File: config.mk
export PLATFORM = sky130hd
export DESIGN_NAME = paralelo_serial_tx
export DESIGN_NICKNAME = d
export VERILOG_FILES = /design/src/rtl/paralelo_serial_tx.sv
export SDC_FILE = /design/constraint.sdc
export NUM_CORES = 1
export LEC_CHECK = 0
export BUFFER_PORTS_ARGS = -buffer_cell sky130_fd_sc_hd__buf_4
export CORE_MARGIN = 3
export CORE_UTILIZATION = 35
export DETAILED_ROUTE_END_ITERATION = 8
export REMOVE_ABC_BUFFERS = 1
export SETUP_SLACK_MARGIN = 0.05
export SYNTH_ARGS = -nofsm -noshare
export SYNTH_HDL_FRONTEND = slang
export SYNTH_SLANG_ARGS = --single-unit
export TNS_END_PERCENT = 5
File: constraint.sdc
create_clock -name clk_16 -period 2 [get_ports clk_16]
set_clock_uncertainty 0.15 [all_clocks]
set_input_delay 0.3 -clock clk_16 [delete_from_list [all_inputs] [get_ports clk_16]]
set_output_delay 0.3 -clock clk_16 [all_outputs]
set_load 0.05 [all_outputs]
File: src/rtl/paralelo_serial_tx.sv
// Transmit serializer: 9-bit {valid, byte} words out as 2-bit pairs, MSB pair first.
// A COM preamble of SYNC_COUNT symbols follows every reset so the receiver can align.
module paralelo_serial_tx #(
  parameter logic [7:0]  COM        = 8'hBC,
  parameter logic [7:0]  IDLE       = 8'h7C,
  parameter int unsigned SYNC_COUNT = 4
) (
  input  logic       clk_16,
  input  logic       reset,
  input  logic [8:0] in_paralelo,
  output logic [1:0] serial,
  output logic       load,
  output logic       active
);

  localparam int unsigned SYM_W   = 8;
  localparam int unsigned PHASE_W = 2;
  localparam int unsigned CNT_W   = 4;

  localparam logic [CNT_W-1:0]   SYNC_LAST  = CNT_W'(SYNC_COUNT - 1);
  localparam logic [PHASE_W-1:0] PHASE_LAST = '1;

  typedef enum logic [1:0] {
    ST_RESET  = 2'd0,
    ST_SYNC   = 2'd1,
    ST_ACTIVE = 2'd2
  } state_t;

  state_t             state;
  logic [PHASE_W-1:0] phase;
  logic [SYM_W-1:0]   shift;
  logic [CNT_W-1:0]   sync_cnt;

  logic               sym_end;
  logic               sync_done;
  logic [SYM_W-1:0]   next_sym;

  // Symbol boundary decode and the word picked up at that boundary
  assign sym_end   = (phase == PHASE_LAST);
  assign sync_done = (sync_cnt == SYNC_LAST);
  assign next_sym  = in_paralelo[8] ? in_paralelo[SYM_W-1:0] : IDLE;

  assign load   = sym_end && ((state == ST_ACTIVE) || ((state == ST_SYNC) && sync_done));
  assign serial = shift[SYM_W-1 -: 2];

  // Preamble / data state machine; unknown encodings restart like RESET
  always_ff @(posedge clk_16 or posedge reset) begin
    if (reset) begin
      state    <= ST_RESET;
      phase    <= '0;
      shift    <= '0;
      sync_cnt <= '0;
      active   <= 1'b0;
    end else begin
      case (state)
        ST_SYNC: begin
          if (sym_end) begin
            phase <= '0;
            if (sync_done) begin
              state    <= ST_ACTIVE;
              active   <= 1'b1;
              sync_cnt <= '0;
              shift    <= next_sym;
            end else begin
              sync_cnt <= sync_cnt + CNT_W'(1);
              shift    <= COM;
            end
          end else begin
            phase <= phase + PHASE_W'(1);
            shift <= {shift[SYM_W-3:0], 2'b00};
          end
        end
        ST_ACTIVE: begin
          if (sym_end) begin
            phase <= '0;
            shift <= next_sym;
          end else begin
            phase <= phase + PHASE_W'(1);
            shift <= {shift[SYM_W-3:0], 2'b00};
          end
        end
        default: begin
          state    <= ST_SYNC;
          phase    <= '0;
          shift    <= COM;
          sync_cnt <= '0;
          active   <= 1'b0;
        end
      endcase
    end
  end

endmodule
# Word level (Yosys, flattened, before mapping)
# Index checks and enable logic that the tools add are counted.
classes:
  addsub: 2
  eq_ne: 6
  n_mux: 16
  bitwise_logic: 1
  n_reduce_logical: 6
op_table:
  columns: ["cell", "count"]
  rows:
  - ["two-way mux 8 bit", 4]
  - ["case mux 8 bit (2 select lines)", 1]
  - ["two-way mux 2 bit", 4]
  - ["two-way mux 4 bit", 2]
  - ["case mux 4 bit (2 select lines)", 1]
  - ["adder 4 x 1 -> 4 bit (second input constant)", 1]
  - ["== test 2 bit (second input constant)", 2]
  - ["== test 4 x 2 -> 1 bit (second input constant)", 1]
  - ["!= test 2 bit (second input constant)", 2]
  - ["case mux 2 bit (2 select lines)", 1]
  - ["AND reduction 3 bit", 1]
  - ["adder 2 x 1 -> 2 bit (second input constant)", 1]
  - ["== test 2 x 1 -> 1 bit (second input constant)", 1]
  - ["logical AND 1 bit", 2]
  - ["two-way mux 1 bit", 2]
  - ["case mux 1 bit (2 select lines)", 1]
  - ["AND reduction 2 bit", 1]
  - ["OR reduction 2 bit", 1]
  - ["logical OR 1 bit", 1]
  - ["inverter 1 bit", 1]
totals:
  reg_bits: 17
  inputBits: 11
  out_inout_bits: 4

# Longest topological paths before layout
# Gate-level depths: netlist of the first run.
depth:
  word_depth: 4
  depth_mapped: 6

# Worst setup path before layout of the first run
# Ideal clock, no wire load.
synth_timing:
  path_kind: "register -> output"
  start: "register active (netlist name)"
  end: "output port load"
  t_arrival_ps: 1782
  path_slack_ps: -232
  stages_incl_launch_ff: 5
  path_buffers: 1
  cell_sequence: "dfrtp_1 ha_1 buf_2 a21oi_1 nor2_1"
synth_lines:
  columns: ["item", "line", "rtl"]
  rows:
  - ["end: declaration", "12", "output logic load,"]

# Worst setup path in the final report of the first run
layout_timing:
  start: "register sync_cnt[1]"
  end: "output port load"
layout_between:
  elab_chain_len: 4
layout_rtl:
  columns: ["item", "line", "rtl"]
  rows:
  - ["start: declaration", "32", "logic [CNT_W-1:0] sync_cnt;"]
  - ["start signal: assignment", "65", "sync_cnt <= sync_cnt + CNT_W'(1);"]
  - ["== test 4 x 2 -> 1 bit", "40", "assign sync_done = (sync_cnt == SYNC_LAST);"]
  - ["logical AND 1 bit", "43", "assign load = sym_end && ((state == ST_ACTIVE) || ((state == ST_SYNC) && sync_done));"]
  - ["logical OR 1 bit", "43", null]
  - ["logical AND 1 bit", "43", null]
# No other way between the ends.

==> results.md, run 1 <==
- Critical Path End Type: output pin
- Setup Crit Path Kind: flop to output pin
- Critical Path Start: sync_cnt[1]
- Sequential standard cell area: between 400 and 500 µm²
- I/O pin cnt: 15
- First-pass GRT wire length: just under 3000 µm
- Synth area leader: dfrtp_1
- Fraction of final layout cells sized beyond drive strength 1: 32.4%
- Fin crit share: 95.2%
- Tot Pwr: approximately 600 µW
- Final WL: roughly 1700 µm
- Synth area leaders: dfrtp_1 (48%), nor2_1 (6.7%), ha_1 (6.0%), o22a_1 (4.2%), nand3b_4 (2.4%)
- Hold WC Path Type: input pin to flop
- DR iter-0 viols: 16
- Grt total ovfl: 0
- Hold depth: 2
- Largest net degree at the start of global routing: 17
- Seq/Total Area, Yosys: approximately 48%
- Multi-input gate area: around 400 µm²
- Cell Pwr Density: approximately 570 nW/µm²
- NetSw: approximately 130 µW
- Met2 Use GR: approximately 22%
- Post-place instance area: between 900 and 1000 µm²
- Worst path max stage delay: around 380 ps
- Remaining DRCs: 0
- Max cap viols: 0
- Initial antenna violation count: 0
- RSZ-0062 raised after global routing: yes
- Final slew viol count: 0
- Switching portion of total power: about 22%
- Drt pass-1 iters: 4
- Final hold vios: 0
- Worst-Margin Slew: a little under 600 ps
- Met1 Use GR: a little under a fifth
- Core area: around 2200 µm²
- Final setup viols: 0
- Max clock buf depth: 2
- Port Buffers: 14
- Mean Syn Cell Area: between 10 and 15 µm²
- Layout net count: around 120
- CTS tree: built
- GRT Resource Usage Total: 13.6%
- Design area: 1060 µm²
- Routed vias: between 600 and 700
- Reg2reg start: active
- Die Y: roughly 55 µm
- WP data arrival: approximately 1500 ps
- Top delay family on crit path: flip-flops
- Clk pwr share: approximately 37%
- Power share of the sequential group: a little under three fifths
- Num CTS Buffers: 3
- Root buffer cell: clkbuf_4
- Hold Path Origin: in_paralelo[2]
- Yosys warnings: 0
- Cell area after synthesis: around 840 µm²
- Status: finished, final reports clean
- Critical Path RT: 1550 ps
- Global Route met3 Usage: approximately 1.9%
- Clock Sinks: 16
- Share of Yosys cell area claimed by the top area cell type: between 40% and 50%
- Startpoint Class: flop
- Clock slew at reported path FFs: ~110 ps
- Synth unique cells: 29
- Post-DRT Antenna Nets: 0
- Min Tclk post-route: 1900 ps
- Die ar.: around 3000 µm²
- Logic pwr share: just under 8%
- Vias/cell: 4.92
- Lkg Pwr: 0.508 nW
- RD Place Congestion: just over 0.8
- Crit Path Max Fanout: 3
- Routed length per instance: between 10 and 15 µm
- Clock latency on the worst-skew pair: 290 ps
- Initial Util: 37.5%
- Buf+Inv Stages, Crit Path: 1
- Vias in the first global route: between 600 and 700
- Maximum clock frequency: 525 MHz
- Die width: roughly 55 µm
- Worst IR drop on VDD: 0.000391 V
- GRT busiest layer: met2
- Synthesis-to-finish area growth: 26.2%
- Cells after Synth: slightly above 80
- Worst Reg-to-Reg Cells: 5
- Synth Register Bits: 16
- Ant diodes: 0
- CTS HTree Levels: 1
- CP max-delay cell: dfrtp_1
- Crit path depth: 5
- Internal power: between 400 and 500 µW
- Rel. slew slack: ~60%
- FP Rows: 17
- Worst-path cell chain: ha_2 -> nor3b_4 -> a21oi_2 -> nor2_1 -> buf_6
- Fill cells: 217
- Post-DP HPWL: roughly 1300 µm
cell usage after synthesis:
cell / count
o21ai_0: 2
a21oi_1: 3
nor2b_1: 3
ha_1: 4
nor4b_2: 1
dfrtp_1: 16
o22a_1: 4
a21o_1: 1
nor3b_4: 1
nor2b_4: 1
nand2_1: 5
nor2_1: 15
buf_2: 3
nor3b_1: 2
buf_4: 2
o211ai_1: 1
nand4_1: 1
a32oi_1: 1
nor3_1: 1
mux2i_1: 1
nand3b_4: 1
inv_1: 5
o21ai_1: 1
o31ai_1: 1
o22ai_1: 1
or2_1: 1
o21bai_1: 1
nand2b_1: 1
a22o_1: 2
worst paths after layout:
path                       slack (ps)       end
min in group asynchronous         470  shift[6]
max in group asynchronous         830  shift[2]
min                                90  shift[2]
max reg2reg                       340  shift[3]
max                               100      load
min reg2reg                       300  phase[0]
cell families after synthesis:
family / share of synthesized area [%]
buffers and inverters: 5.83
adders and majority gates: 5.98
AOI/OAI and AO/OA: 15.2
and+or+nand+nor: 23.9
muxes: 1.20
DFF: 47.8
layer usage:
layer	routed length [µm]	vias up	share of wire [%]
li1	-	322	-
met1	819	298	47
met2	802	18	46
met3	85	2	4.9
met4	18	0	1.0
met5	0	-	0
power groups by stage:
stage | Combinational (mW) | Sequential [mW] | Clock (mW)
detailed placement | 0.0466 | 0.340 | 0
floorplan | 0.0156 | 0.347 | 0
CTS | 0.0482 | 0.333 | 0.226
global route | 0.0522 | 0.334 | 0.235
finish | 0.0470 | 0.333 | 0.219
global placement | 0.0460 | 0.340 | 0
cell usage in the layout, fill, tap and decap left out, drive strengths merged, types with 2 or more instances in the layout:
cell,count
a21oi,3
a22o,2
buf,20
clkbuf,4
dfrtp,16
ha,4
inv,5
nand2,5
nor2,15
nor2b,4
nor3b,3
o21ai,3
o22a,4
final cells by class:
cell class | count | share of cell area, %
flip-flops and latches | 16 | 37.9
inverters | 5 | 1.78
well taps | 28 | 3.32
multi-input cells | 56 | 38.0
clock buffers | 4 | 3.44
repair buffers | 21 | 15.5
flip-flops by register name (all words and copies together), names as in the netlist:
signal,count
shift,8
sync_cnt,4
phase,2
active,1
state,1
metrics by stage:
step	cells	util, %	TNS, ps	worst slack [ps]	hold WS [ps]
2_1_floorplan	77	-	-268	-268	63.7
3_3_place_gp	122	43.4	0	227	262
3_5_place_dp	122	43.4	0	225	258
4_1_cts	130	47.1	0	81.8	82.8
5_1_grt	130	47.3	0	20.6	78.0
6_report	130	47.3	0	96.1	88.2
what timing repair did:
action,4_1_cts,5_1_grt
resized for setup,4,2
endpoints found under the setup margin,1,1
endpoints found under the hold margin,16,0
pin swaps,1,0
buffers inserted,3,0
hold buffers,1,0
Note: power is estimated with default switching activity, not from simulation.
==> run 2, diff against run 1 <==
--- a/config.mk
+++ b/config.mk
@@ -6,11 +6,10 @@
 export NUM_CORES = 1
 export LEC_CHECK = 0
 export BUFFER_PORTS_ARGS = -buffer_cell sky130_fd_sc_hd__buf_4
-export CORE_MARGIN = 3
 export CORE_UTILIZATION = 35
+export CTS_BUF_LIST = sky130_fd_sc_hd__clkbuf_8
 export DETAILED_ROUTE_END_ITERATION = 8
 export REMOVE_ABC_BUFFERS = 1
-export SETUP_SLACK_MARGIN = 0.05
 export SYNTH_ARGS = -nofsm -noshare
 export SYNTH_HDL_FRONTEND = slang
 export SYNTH_SLANG_ARGS = --single-unit
==> results.md, run 2 (synthesis gave the netlist of run 1 again) <==
- Status: finished, final reports clean (unchanged)
- Setup Crit Path Kind: flop to output pin (unchanged)
- Crit Path Max Fanout: 4 (was 3)
- First-pass GRT wire length: 2930 µm (was 2900 µm)
- Die ar.: 2590 µm² (was 3010 µm²)
- Rel. slew slack: 60.0% (was 60.2%)
- Final slew viol count: 0 (unchanged)
- Logic pwr share: 6.9% (was 7.9%)
- Max cap viols: 0 (unchanged)
- Clock latency on the worst-skew pair: 250 ps (was 290 ps)
- CTS tree: built (unchanged)
- Most flop-heavy register: shift (unchanged)
- Post-DP HPWL: 1170 µm (was 1260 µm)
- Initial Util: 37.5% (unchanged)
- Layout Utilization: 46.9% (was 47.3%)
- Initial antenna violation count: 0 (unchanged)
- I/O pin cnt: 15 (unchanged)
- NetSw: 143 µW (was 134 µW)
- Worst path max stage delay: 410 ps (was 380 ps)
- Vias/cell: 5.13 (was 4.92)
- Fill cells: 224 (was 217)
- RD Place Congestion: 0.745 (was 0.806)
- Commonest cells after routing, fill and taps aside: buf_4 (18), dfrtp_1 (16), nor2_1 (15) (was buf_4 (19), dfrtp_1 (16), nor2_1 (15))
- Largest net degree at the start of global routing: 17 (unchanged)
- Die width: 50.9 µm (was 54.9 µm)
- Num CTS Buffers: 3 (unchanged)
- Layout net count: 116 (was 118)
- Crit path depth: 5 (unchanged)
- Worst IR drop on VDD: 0.000393 V (was 0.000391 V)
- Ant diodes: 0 (unchanged)
- Cell Pwr Density: 642 nW/µm² (was 567 nW/µm²)
- Core area: 2230 µm² (unchanged)
- Worst-Margin Slew: 599 ps (was 596 ps)
- Vias in the first global route: 667 (was 665)
- Clk pwr share: 43.6% (was 36.5%)
- Internal power: 530 µW (was 465 µW)
- Synthesis-to-finish area growth: 25.3% (was 26.2%)
- Routed vias: 656 (was 640)
- Tot Pwr: 673 µW (was 599 µW)
- Worst Reg-to-Reg Cells: 4 (was 5)
- Switching portion of total power: 21.3% (was 22.3%)
- Power share of the sequential group: 49.5% (was 55.6%)
- Post-CTS Setup Inserts: 0 (was 3)
- Fin crit share: 97.3% (was 95.2%)
- Critical Path RT: 1550 ps (about the same)
- Grt total ovfl: 0 (unchanged)
- Fraction of final layout cells sized beyond drive strength 1: 28.0% (was 32.4%)
- Hold WC Path Type: input pin to flop (unchanged)
- Max reg flops: 8 (unchanged)
- Final WL: 1690 µm (was 1730 µm)
- Die Y: 50.9 µm (was 54.9 µm)
- Maximum clock frequency: 514 MHz (was 525 MHz)
- Clock slew at reported path FFs: 70 ps (was 110 ps)
- Max clock buf depth: 2 (unchanged)
- Startpoint Class: flop (unchanged)
- Clock Sinks: 16 (unchanged)
- Critical Path End Type: output pin (unchanged)
- Min Tclk post-route: 1950 ps (was 1900 ps)
- Post-DRT Antenna Nets: 0 (unchanged)
- Drt pass-1 iters: 4 (unchanged)
- CP max-delay cell: dfrtp_1 (unchanged)
- GRT Resource Usage Total: 15.6% (was 13.6%)
- Worst-path cell chain: ha_1 -> nor3b_4 -> a21oi_2 -> nor2_1 -> buf_4 (was ha_2 -> nor3b_4 -> a21oi_2 -> nor2_1 -> buf_6)
- Routed length per instance: 13.2 µm (was 13.3 µm)
- Final hold vios: 0 (unchanged)
- Top flop regs: shift: 8 flops, sync_cnt: 4 flops, phase: 2 flops (unchanged)
- RSZ-0062 raised after global routing: no (was yes)
- FP Rows: 17 (unchanged)
- Commonest non-fill, non-tap cell in the layout: buf_4 (unchanged)
- Top delay family on crit path: flip-flops (unchanged)
- Port Buffers: 14 (unchanged)
- Root buffer cell: clkbuf_8 (was clkbuf_4)
- Remaining DRCs: 0 (unchanged)
- Hold depth: 2 (unchanged)
- Lkg Pwr: 0.511 nW (was 0.508 nW)
- Final setup viols: 0 (unchanged)
- WP data arrival: 1500 ps (was 1450 ps)
- CTS HTree Levels: 1 (unchanged)
- DR iter-0 viols: 7 (was 16)
- Buf+Inv Stages, Crit Path: 1 (unchanged)
run 2: cell count changes in the layout (fill, tap and decap cells not counted), sizes merged:
cell	before	now
buf	20	18
run 2: timing repair:
item | in CTS | in global routing
hold buffers | 1 | 0
setup endpoints to repair | 1 | 1
pin swaps | 0 | 1
gates resized for setup | 1 | 1
hold endpoints to repair | 16 | 0
run 2: cell type report:
cell class	count	area (µm²)	area share [%]
Tap cell	28	35.0	3.34
Clock buffer	4	55.1	5.25
Timing Repair Buffer	19	145	13.8
Sequential cell	16	400	38.2
Multi-Input combinational cell	56	394	37.6
Inverter	5	18.8	1.79
run 2: final timing paths:
check                               start        to  slack, ps
max                           sync_cnt[0]      load         50
min                        in_paralelo[2]  shift[2]        110
max reg2reg                        active  shift[2]        290
min reg2reg                      phase[0]  phase[0]        280
max in group asynchronous           reset  shift[4]        780
min in group asynchronous           reset  phase[0]        530
run 2: metal layers:
layer | up-vias | GRT usage [%] | wire, µm
li1 | 317 | - | -
met1 | 317 | 19.3 | 767
met2 | 17 | 24.6 | 804
met3 | 5 | 3.27 | 80
met4 | 0 | 9.72 | 34
met5 | - | 0 | 0
run 2: per-stage QoR:
| stage | cell area, µm² | setup TNS, ps | hold slack, ps | setup WS, ps | std cells |
|---|---|---|---|---|---|
| after detailed placement | 977 | 0 | 268 | 263 | 123 |
| after global routing | 1050 | 0 | 120 | 0.00178 | 128 |
| final | 1050 | 0 | 108 | 54.1 | 128 |
| after CTS | 1050 | 0 | 110 | 39.0 | 128 |
| after floorplan | 807 | -268 | 63.7 | -268 | 77 |
| after global placement | 977 | 0 | 267 | 290 | 123 |
run 2: power groups by stage:
stage | registers (mW) | clock network (mW) | logic, mW
floorplan | 0.347 | 0 | 0.0156
global placement | 0.339 | 0 | 0.0455
detailed placement | 0.339 | 0 | 0.0457
CTS | 0.333 | 0.297 | 0.0472
global route | 0.334 | 0.307 | 0.0510
finish | 0.333 | 0.294 | 0.0461
run 2: worst register-to-register path, stage by stage (launching register included):
cell,delay [ps]
dfrtp_1,420
ha_1,310
nor2_1,410
nor2_1,100
o22a_1,210
